===== src/rtl/uart_rx.sv =====
// 8N1 UART receiver: 2-FF synchronizer, mid-bit sampling, one-cycle po_flag / frame_err strobes.
// Define UART_RX_MAJORITY_EN for 2-of-3 majority sampling around each bit centre.
module uart_rx #(
    parameter int UART_BPS = 'd9600,
    parameter int CLK_FREQ = 'd24_000_000
) (
    input  logic       sys_clk,
    input  logic       sys_rst_n,
    input  logic       rx,
    output logic [7:0] po_data,
    output logic       po_flag,
    output logic       frame_err,
    output logic       work_en
);
    localparam int BAUD_CNT_MAX = CLK_FREQ / UART_BPS;
    localparam int HALF         = BAUD_CNT_MAX / 2;
    localparam logic [12:0] CNT_LAST = 13'(BAUD_CNT_MAX - 1);

    typedef enum logic [1:0] {
        IDLE  = 2'd0,
        START = 2'd1,
        DATA  = 2'd2,
        STOP  = 2'd3
    } state_t;

    state_t      state_reg;
    state_t      state_next;
    logic        rx_s1;
    logic        rx_s2;
    logic        rx_s3;
    logic [12:0] baud_cnt_reg;
    logic [3:0]  bit_cnt_reg;
    logic [7:0]  shift_reg;
    logic        sample_tick;
    logic        bit_val;
    logic        load_data;
    logic        err_pulse;

    always_ff @(posedge sys_clk or negedge sys_rst_n) begin
        if (!sys_rst_n) begin
            rx_s1 <= 1'b1;
            rx_s2 <= 1'b1;
            rx_s3 <= 1'b1;
        end else begin
            rx_s1 <= rx;
            rx_s2 <= rx_s1;
            rx_s3 <= rx_s2;
        end
    end

    // baud_cnt restarts from 0 on the edge leaving IDLE and then free-runs for the
    // whole frame, so every sample lands exactly BAUD_CNT_MAX edges after the last.
    always_ff @(posedge sys_clk or negedge sys_rst_n) begin
        if (!sys_rst_n) begin
            baud_cnt_reg <= 13'd0;
        end else if (state_reg == IDLE) begin
            baud_cnt_reg <= 13'd0;
        end else if (baud_cnt_reg == CNT_LAST) begin
            baud_cnt_reg <= 13'd0;
        end else begin
            baud_cnt_reg <= baud_cnt_reg + 13'd1;
        end
    end

`ifdef UART_RX_MAJORITY_EN
    // Votes are the rx_s2 values on the edges where baud_cnt reaches HALF-1, HALF
    // and HALF+1; the decision is made on the HALF+1 edge.
    localparam logic [12:0] CNT_VOTE_A = 13'(HALF - 2);
    localparam logic [12:0] CNT_VOTE_B = 13'(HALF - 1);
    localparam logic [12:0] CNT_DECIDE = 13'(HALF);

    logic vote_a_reg;
    logic vote_b_reg;

    always_ff @(posedge sys_clk or negedge sys_rst_n) begin
        if (!sys_rst_n) begin
            vote_a_reg <= 1'b1;
            vote_b_reg <= 1'b1;
        end else begin
            if (baud_cnt_reg == CNT_VOTE_A) begin
                vote_a_reg <= rx_s2;
            end
            if (baud_cnt_reg == CNT_VOTE_B) begin
                vote_b_reg <= rx_s2;
            end
        end
    end

    assign sample_tick = (state_reg != IDLE) && (baud_cnt_reg == CNT_DECIDE);
    assign bit_val     = (vote_a_reg & vote_b_reg) | (vote_a_reg & rx_s2) | (vote_b_reg & rx_s2);
`else
    // Sample on the edge where baud_cnt reaches HALF.
    localparam logic [12:0] CNT_SAMPLE = 13'(HALF - 1);

    assign sample_tick = (state_reg != IDLE) && (baud_cnt_reg == CNT_SAMPLE);
    assign bit_val     = rx_s2;
`endif

    always_ff @(posedge sys_clk or negedge sys_rst_n) begin
        if (!sys_rst_n) begin
            state_reg <= IDLE;
        end else begin
            state_reg <= state_next;
        end
    end

    always_comb begin
        state_next = state_reg;
        load_data  = 1'b0;
        err_pulse  = 1'b0;
        case (state_reg)
            IDLE: begin
                if (rx_s3 && !rx_s2) begin
                    state_next = START;
                end
            end
            START: begin
                // A start bit that reads high at its centre was a glitch.
                if (sample_tick) begin
                    state_next = bit_val ? IDLE : DATA;
                end
            end
            DATA: begin
                if (sample_tick && (bit_cnt_reg == 4'd7)) begin
                    state_next = STOP;
                end
            end
            STOP: begin
                if (sample_tick) begin
                    state_next = IDLE;
                    load_data  = bit_val;
                    err_pulse  = !bit_val;
                end
            end
            default: state_next = IDLE;
        endcase
    end

    always_ff @(posedge sys_clk or negedge sys_rst_n) begin
        if (!sys_rst_n) begin
            bit_cnt_reg <= 4'd0;
            shift_reg   <= 8'h00;
        end else if (state_reg != DATA) begin
            bit_cnt_reg <= 4'd0;
        end else if (sample_tick) begin
            bit_cnt_reg <= bit_cnt_reg + 4'd1;
            shift_reg   <= {bit_val, shift_reg[7:1]};
        end
    end

    always_ff @(posedge sys_clk or negedge sys_rst_n) begin
        if (!sys_rst_n) begin
            po_data   <= 8'h00;
            po_flag   <= 1'b0;
            frame_err <= 1'b0;
        end else begin
            po_flag   <= load_data;
            frame_err <= err_pulse;
            if (load_data) begin
                po_data <= shift_reg;
            end
        end
    end

    assign work_en = (state_reg != IDLE);

endmodule


===== config.mk =====
export PLATFORM = sky130hd
export DESIGN_NAME = uart_rx
export DESIGN_NICKNAME = d
export VERILOG_FILES = /design/src/rtl/uart_rx.sv
export SDC_FILE = /design/constraint.sdc
export NUM_CORES = 1
export LEC_CHECK = 0
export CAP_MARGIN = 20
export CORE_MARGIN = 4
export CORE_UTILIZATION = 42
export CTS_CLUSTER_DIAMETER = 40
export CTS_CLUSTER_SIZE = 25
export DETAILED_ROUTE_END_ITERATION = 7
export HOLD_SLACK_MARGIN = 0.06
export PLACE_DENSITY = 0.62
export SYNTH_ARGS = -nofsm -noshare
export SYNTH_HDL_FRONTEND = slang
export SYNTH_SLANG_ARGS = --single-unit

===== constraint.sdc =====
create_clock -name sys_clk -period 3.5 [get_ports sys_clk]
set_input_delay 0.35 -clock sys_clk [delete_from_list [all_inputs] [get_ports sys_clk]]
set_output_delay 0.35 -clock sys_clk [all_outputs]
set_load 0.03 [all_outputs]

==> flow_summary.json, run 1 <==
{
  "grt_pass1_vias": 1128,
  "period_share": 0.592,
  "final_common_cell": "dfrtp_1",
  "synth.yosys.seq_area_share": 0.581,
  "maxCapViolations": 0,
  "fin_worst_skew_ps": 4.28,
  "numCtsBuffers": 5,
  "critPathMaxFanout": 11,
  "clkSlewWorstSetupHoldPaths_ps": 80,
  "fp.dieH_um": 72.2,
  "drcViolationCount": 0,
  "cts_tree": "built",
  "drive_gt1_frac": 0.198,
  "synthFlopType": "dfrtp_1",
  "gp_congestion": 0.894,
  "synth_area_sq_mm": 0.00173,
  "post-route-min-period_ps": 2070,
  "worst_hold_path_type": "in -> async",
  "grt_max_degree": 41,
  "root_buffer": "clkbuf_8",
  "hold_viol_final": 0,
  "diodes": 0,
  "crit_start": "baud_cnt_reg[9]",
  "grt_use_met3": 0.0443,
  "busiest_layer": "met2",
  "synth-edff-count": 0,
  "vias_per_cell": 5.15,
  "dp_hpwl_um": 1970,
  "r2r-start": "baud_cnt_reg[9]",
  "required_ps": 3680,
  "fin_tns_setup_ps": 0,
  "grt_overflow": 0,
  "startpoint_type": "flip-flop",
  "antenna_found_initial": 0,
  "synth_top_cells_by_area": "dfrtp_1, mux2_2, dfstp_2",
  "synth_warnings": 0,
  "htreeDepth": 2,
  "r2r_slack_ps": 1430,
  "timing.rr.end": "shift_reg[1]",
  "path_class": "reg -> reg",
  "fin_ws_ps": 1430,
  "synth.largest_area_cell": "dfrtp_1",
  "core_area_sq_mm": 0.00400,
  "endpoint_kind": "flip-flop",
  "fin_nets": 167,
  "ctsResizeCount": 0,
  "setup_viol": 0,
  "num_vias": 1091,
  "grt_use_met2": 0.187,
  "syn_inst": 145,
  "start_util": 0.433,
  "track_usage": 0.128,
  "vdd_drop_max_mv": 0.254,
  "postCtsHoldBufs": 0,
  "rows": 23,
  "slew_violations": 0,
  "synth-seq-cells": 40,
  "crit_end": "shift_reg[1]",
  "firstDrtPassIters": 4,
  "utilization": 0.495,
  "cts_setup_buffers": 0,
  "die_w_um": 72.2,
  "cts_buffer_depth": 2,
  "avgRoutedWirePerCell_um": 13.4,
  "grt_use_met1": 0.159,
  "dp_slack_ps": 1420,
  "p_leak_nw": 0.892,
  "drt_iter0_drc": 46,
  "timing.hold.ws_ps": 164,
  "rr_worst_depth": 4,
  "dieArea_sq_mm": 0.00521,
  "worstMarginPinSlew_ps": 847,
  "most-common-layout-cells": "dfrtp_1, mux2_2, nor2_1",
  "ys_types": 32,
  "cts_sinks": 40,
  "rsz0062_at_grt": "no",
  "yosys.area.top_type_share": 0.535,
  "portBuffers": 13,
  "route.antenna.remaining_nets": 0,
  "largest_register_ffs": 13,
  "grt_pass1_wl_um": 5070,
  "crit_arrival_ps": 2250,
  "fmax_mhz": 482,
  "status": "finished clean",
  "insertion_delay_ps": 290,
  "powerDensity_mw_per_mm2": 493,
  "area_growth_pct": 14.3,
  "totalWireLength_um": 2840,
  "timing.slew.headroom": 0.436,
  "syn_avg_cell_area_sq_um": 11.9,
  "synth_nets": 151,
  "async_flop_share": 1.00,
  "io_pins": 14
}
final cells by class:
class,count,area [sq um]
Timing Repair Buffer,13,125
Inverter,4,15.0
Tap cell,50,62.6
Multi-Input combinational cell,97,686
Fill cell,343,2020
Clock inverter,2,12.5
Sequential cell,40,1000
Clock buffer,6,72.6
cell usage after synthesis (2+ instances only):
master,number
dfrtp_1,37
mux2_2,17
nor2_1,16
nand2_1,9
nand3_1,8
a21oi_1,6
xnor2_1,6
inv_1,4
nand4_1,4
xor2_1,4
dfstp_2,3
ha_1,3
nor4_1,3
o21ai_0,3
buf_2,2
nor3_1,2
or3_1,2
or4_1,2
cell families (layout without fill, tap and decap cells):
logic type,Yosys count,in the layout,synth area share
adders and majority gates,3,3,0.0217
muxes,18,18,0.116
buffers and inverters,8,25,0.0231
DFF,40,40,0.581
AOI/OAI and AO/OA,11,11,0.0362
and+or+nand+nor,55,55,0.171
xor gates and xnor gates,10,10,0.0506
critical path, cell delays in order (launching register included):
cell,delay [ps]
dfrtp_1,430
and4bb_1,300
nand4_1,400
or2_1,510
mux2_2,320
worst min-delay path by stage:
stage,from,endpoint
2_1_floorplan,sys_rst_n,async pin
3_3_place_gp,rx_s1,bit_val
3_5_place_dp,rx_s1,bit_val
4_1_cts,sys_rst_n,baud_cnt_reg[5]
5_1_grt,sys_rst_n,shift_reg[2]
6_report,sys_rst_n,baud_cnt_reg[5]
per-layer routing:
layer,share of wire,vias to the layer above
li1,-,533
met1,0.47,532
met2,0.46,20
met3,0.041,6
met4,0.023,0
met5,0,-
report_power, final:
group / switching [mW] / leakage, nW / total, mW / internal [mW]
clock network: 0.156 / 0.0412 / 0.295 / 0.139
registers: 0.0550 / 0.531 / 0.558 / 0.503
logic: 0.0685 / 0.320 / 0.121 / 0.0530
per-stage QoR:
step | std cells | power, mW | cell area (sq um)
after floorplan | 145 | 0.648 | 1730
after global placement | 204 | 0.684 | 1890
after detailed placement | 204 | 0.691 | 1890
after CTS | 212 | 0.990 | 1980
after global routing | 212 | 1.04 | 1980
final | 212 | 0.975 | 1980
No activity file was read; power rests on OpenSTA's default activity.
==> run 2, diff against run 1 <==
- PLACE_DENSITY: 0.62 -> 0.64
- clock period: 3.5 -> 1.8 ns (I/O delays scaled with it)
==> run 2 against run 1 <==
  * Clock skew hardly changed
  * Final cell count grew 8.0%
  * Critical path type unchanged
  * Clock power is 97% higher
  * Combinational power grew to 3.6 times the previous value
  * Power rose by 110%
==> flow_summary.json, run 2 (same netlist as run 1, synthesis figures left out) <==
{
  "status": "finished clean",
  "avgRoutedWirePerCell_um": 14.0,
  "worst_hold_path_type": "in -> reg",
  "path_cells": "and4bb_1, nand4_1, buf_4, or4_1, a21oi_1",
  "fp.dieH_um": 72.2,
  "dp_hpwl_um": 2120,
  "hold_viol_final": 0,
  "drive_gt1_frac": 0.291,
  "fin_tns_setup_ps": 0,
  "cts_buffer_depth": 2,
  "vdd_drop_max_mv": 0.569,
  "htreeDepth": 2,
  "post-route-min-period_ps": 1700,
  "max_stage_delay_ps": 490,
  "cts_sinks": 40,
  "start_util": 0.433,
  "root_buffer": "clkbuf_8",
  "gp_congestion": 0.760,
  "path_delay_family": "simple AND/OR/NAND/NOR gates",
  "p_leak_nw": 0.976,
  "critPathMaxFanout": 5,
  "firstDrtPassIters": 4,
  "timing.hold.ws_ps": 291,
  "required_ps": 2020,
  "powerDensity_mw_per_mm2": 953,
  "insertion_delay_ps": 290,
  "fin_worst_skew_ps": 4.33,
  "setup_viol": 0,
  "die_w_um": 72.2,
  "grt_max_degree": 41,
  "grt_pass1_wl_um": 5650,
  "route.antenna.remaining_nets": 0,
  "endpoint_kind": "flip-flop",
  "maxCapViolations": 0,
  "totalWireLength_um": 3210,
  "num_vias": 1183,
  "diodes": 0,
  "crit_arrival_ps": 1920,
  "portBuffers": 13,
  "final_common_cell": "dfrtp_1",
  "rows": 23,
  "utilization": 0.534,
  "area_growth_pct": 23.4,
  "startpoint_type": "flip-flop",
  "drcViolationCount": 0,
  "slowest_stage": "or4_1",
  "finalPower_mw": 2.03,
  "path_class": "reg -> reg",
  "fin_nets": 184,
  "slew_violations": 0,
  "grt_pass1_vias": 1240,
  "vias_per_cell": 5.17,
  "antenna_found_initial": 0,
  "grt_overflow": 0,
  "nFillCells": 344,
  "clkSlewWorstSetupHoldPaths_ps": 80,
  "path_buf_inv": 1,
  "fmax_mhz": 588,
  "io_pins": 14,
  "track_usage": 0.142,
  "dieArea_sq_mm": 0.00521,
  "core_area_sq_mm": 0.00400,
  "drt_iter0_drc": 42,
  "cts_tree": "built",
  "numCtsBuffers": 5,
  "worstMarginPinSlew_ps": 455,
  "timing.slew.headroom": 0.696,
  "most-common-layout-cells": "dfrtp_1, mux2_2, nor2_1",
  "period_share": 0.945,
  "largest_register_ffs": 13
}
[run 2: per-layer routing]
metal | vias up | track usage | wire, um
li1 | 569 | - | -
met1 | 579 | 0.181 | 1450
met2 | 27 | 0.218 | 1580
met3 | 8 | 0.0457 | 112
met4 | 0 | 0.0710 | 70
met5 | - | 0 | 0
[run 2: layout make-up]
class                   instances  area (sq um)  share of cell area
inverters                       4          15.0             0.00703
repair buffers                 29           263               0.123
clock buffers                   6          72.6              0.0340
clock inverters                 2          12.5             0.00586
well taps                      50          62.6              0.0293
flip-flops and latches         40          1000               0.471
multi-input cells              98           704               0.330
[run 2: where the power goes]
group / internal, mW / switching [mW] / total [mW]
clock network: 0.271 / 0.309 / 0.580
registers: 0.979 / 0.0458 / 1.02
logic: 0.208 / 0.222 / 0.430
[run 2: path summary, 6_finish.rpt]
kind                       cells after the start              from         endpoint  slack [ps]
setup / recovery                               5  baud_cnt_reg[12]     state_reg[0]         100
hold / removal                                 1                rx            rx_s1         290
max in group asynchronous                      3         sys_rst_n            rx_s1        1160
setup reg to reg                               5  baud_cnt_reg[12]     state_reg[0]         100
hold reg to reg                                0             rx_s1          bit_val         360
min in group asynchronous                      3         sys_rst_n  baud_cnt_reg[6]         390
[run 2: metrics by stage]
stage | setup WS (ps) | std cells | area, sq um
global placement | 36.8 | 217 | 2000
global route | -17.4 | 229 | 2130
CTS | 9.47 | 226 | 2100
floorplan | 172 | 145 | 1730
detailed placement | 13.8 | 217 | 2000
finish | 98.2 | 229 | 2130
[run 2: repair_timing]
action | in CTS | in global routing
gates cloned | 0 | 1
gates resized for setup | 1 | 5
buffers inserted | 0 | 2
pin swaps | 0 | 4
endpoints found under the hold margin | 37 | 0
setup endpoints to repair | 1 | 20
hold buffers | 1 | 0
==> run 3, diff against run 2 <==
- ABC_AREA: unset -> 1
- PLACE_DENSITY: 0.64 -> 0.63
==> run 3 against run 2 <==
  * Routed wire length increased by 17%
  * Critical path depth grew 1
  * Via count up 29%
  * Clock power rose by 7.2%
  * Largest cell class unchanged
  * Fmax rose by 9.3%
==> flow_summary.json, run 3 <==
{
  "status": "finished clean",
  "yosys.area.top_type_share": 0.460,
  "endpoint_kind": "flip-flop",
  "utilization": 0.515,
  "dp_hpwl_um": 2770,
  "io_pins": 14,
  "post-route-min-period_ps": 1560,
  "synth.largest_area_cell": "dfrtp_1",
  "synth-seq-cells": 40,
  "cts_buffer_depth": 2,
  "portBuffers": 13,
  "r2r-start": "baud_cnt_reg[0]",
  "drt_iter0_drc": 101,
  "core_area_sq_mm": 0.00450,
  "fin_nets": 269,
  "start_util": 0.447,
  "avgRoutedWirePerCell_um": 11.8,
  "design_area_sq_mm": 0.00232,
  "worst_hold_path_type": "in -> reg",
  "startpoint_type": "flip-flop",
  "diodes": 0,
  "root_buffer": "clkbuf_8",
  "dp_cells": 306,
  "place_area_sq_mm": 0.00219,
  "grt_max_degree": 41,
  "vias_per_cell": 4.83,
  "final_common_cell": "nand2_1",
  "crit_start": "baud_cnt_reg[0]",
  "gp_congestion": 0.823,
  "synth_area_sq_mm": 0.00201,
  "cts_tree": "built",
  "die_w_um": 77.2,
  "most-common-layout-cells": "nand2_1, inv_1, dfrtp_1",
  "antenna_found_initial": 0,
  "period_share": 0.865,
  "finalPower_mw": 2.00,
  "insertion_delay_ps": 300,
  "drive_gt1_frac": 0.110,
  "dp_slack_ps": 235,
  "async_flop_share": 1.00,
  "grt_pass1_wl_um": 6960,
  "final-instance-count-excl-fill": 316,
  "track_usage": 0.147,
  "fp.dieH_um": 77.2,
  "grt_pass1_vias": 1416,
  "cts_sinks": 40,
  "setup_viol": 0,
  "synthFlopType": "dfrtp_1",
  "r2r_slack_ps": 240,
  "num_vias": 1526,
  "critPathMaxFanout": 7,
  "synthTopCellsByCount": "nand2_1, inv_1, dfrtp_1",
  "clkSlewWorstSetupHoldPaths_ps": 80,
  "timing.hold.ws_ps": 291,
  "synth-edff-count": 0,
  "syn_inst": 242,
  "fin_worst_skew_ps": 12.6,
  "fin_tns_setup_ps": 0,
  "synth_most_common_cell": "nand2_1",
  "dieArea_sq_mm": 0.00596,
  "timing.slew.headroom": 0.670,
  "path_class": "reg -> reg",
  "firstDrtPassIters": 4,
  "drcViolationCount": 0,
  "worstMarginPinSlew_ps": 495,
  "vdd_drop_max_mv": 0.407,
  "grt_overflow": 0,
  "area_growth_pct": 15.3,
  "htreeDepth": 2,
  "route.antenna.remaining_nets": 0,
  "rows": 24,
  "maxCapViolations": 0,
  "synth_nets": 248,
  "hold_start": "rx",
  "nFillCells": 432,
  "synth.yosys.seq_area_share": 0.499,
  "rsz0062_at_grt": "no",
  "hold_viol_final": 0,
  "syn_avg_cell_area_sq_um": 8.31,
  "largest_register_ffs": 13,
  "powerDensity_mw_per_mm2": 864,
  "synth_top_cells_by_area": "dfrtp_1, nand2_1, inv_1",
  "fin_ws_ps": 243,
  "crit_arrival_ps": 1730,
  "p_leak_nw": 1.17,
  "ys_types": 27,
  "synth_warnings": 0,
  "totalWireLength_um": 3740,
  "required_ps": 1970,
  "slew_violations": 0,
  "numCtsBuffers": 5,
  "fmax_mhz": 642
}
-- run 3: cell count changes in the layout (fill, tap and decap cells not counted), sizes merged, moves of 6 or more --
cell / previous run / this run
nand2: 9 / 59
inv: 4 / 42
nor2: 18 / 38
mux2: 17 / 0
buf: 16 / 4
nand4: 4 / 12
o21ai: 3 / 11
nand3: 8 / 14
-- run 3: cells by family (layout without fill, tap and decap cells) --
group           Yosys count  count (layout)  share of synthesized area
fa+ha+maj                 3               3                     0.0187
mux                       2               2                    0.00995
compound gates           13              13                     0.0342
buf+inv                  46              68                     0.0920
xor+xnor                  8               8                     0.0348
simple gates            130             130                      0.311
flops                    40              40                      0.499
-- run 3: path summary, 6_finish.rpt --
check | to | cells past startpoint
worst min-delay path | rx_s1 | 1
min in group asynchronous | baud_cnt_reg[6] | 3
worst max-delay path | baud_cnt_reg[1] | 6
worst max register to register | baud_cnt_reg[1] | 6
worst min register to register | bit_val | 0
max in group asynchronous | rx_s1 | 3
-- run 3: power breakdown --
group / leakage [nW] / internal, mW / total (mW) / switching (mW)
logic: 0.591 / 0.118 / 0.322 / 0.205
registers: 0.530 / 0.977 / 1.06 / 0.0829
clock network: 0.0445 / 0.311 / 0.622 / 0.310
-- run 3: routing by layer --
| metal | part of all wire | global-route usage |
|---|---|---|
| met1 | 0.52 | 0.208 |
| met2 | 0.42 | 0.211 |
| met3 | 0.044 | 0.0433 |
| met4 | 0.017 | 0.0534 |
| met5 | 0 | 0 |
-- run 3: layout make-up --
class                           instances  area, sq um  share of cell area
Timing Repair Buffer                   17          173              0.0744
Multi-Input combinational cell        156          822               0.354
Clock inverter                          1         7.51             0.00324
Inverter                               43          161              0.0696
Sequential cell                        40         1000               0.433
Tap cell                               52         65.1              0.0280
Clock buffer                            7         86.3              0.0372
-- run 3: worst max-delay path: stages, from the launching register on --
cell and delay, ps:
dfrtp_1 460, ha_1 270, inv_1 80, nor3_1 190, nand3_1 150, nand2_1 210
nor2_1 70
-- run 3: what timing repair did --
action,CTS,global route
hold buffers,1,0
gates resized for setup,0,1
endpoints found under the setup margin,0,2
buffers inserted,0,1
hold endpoints to repair,37,0
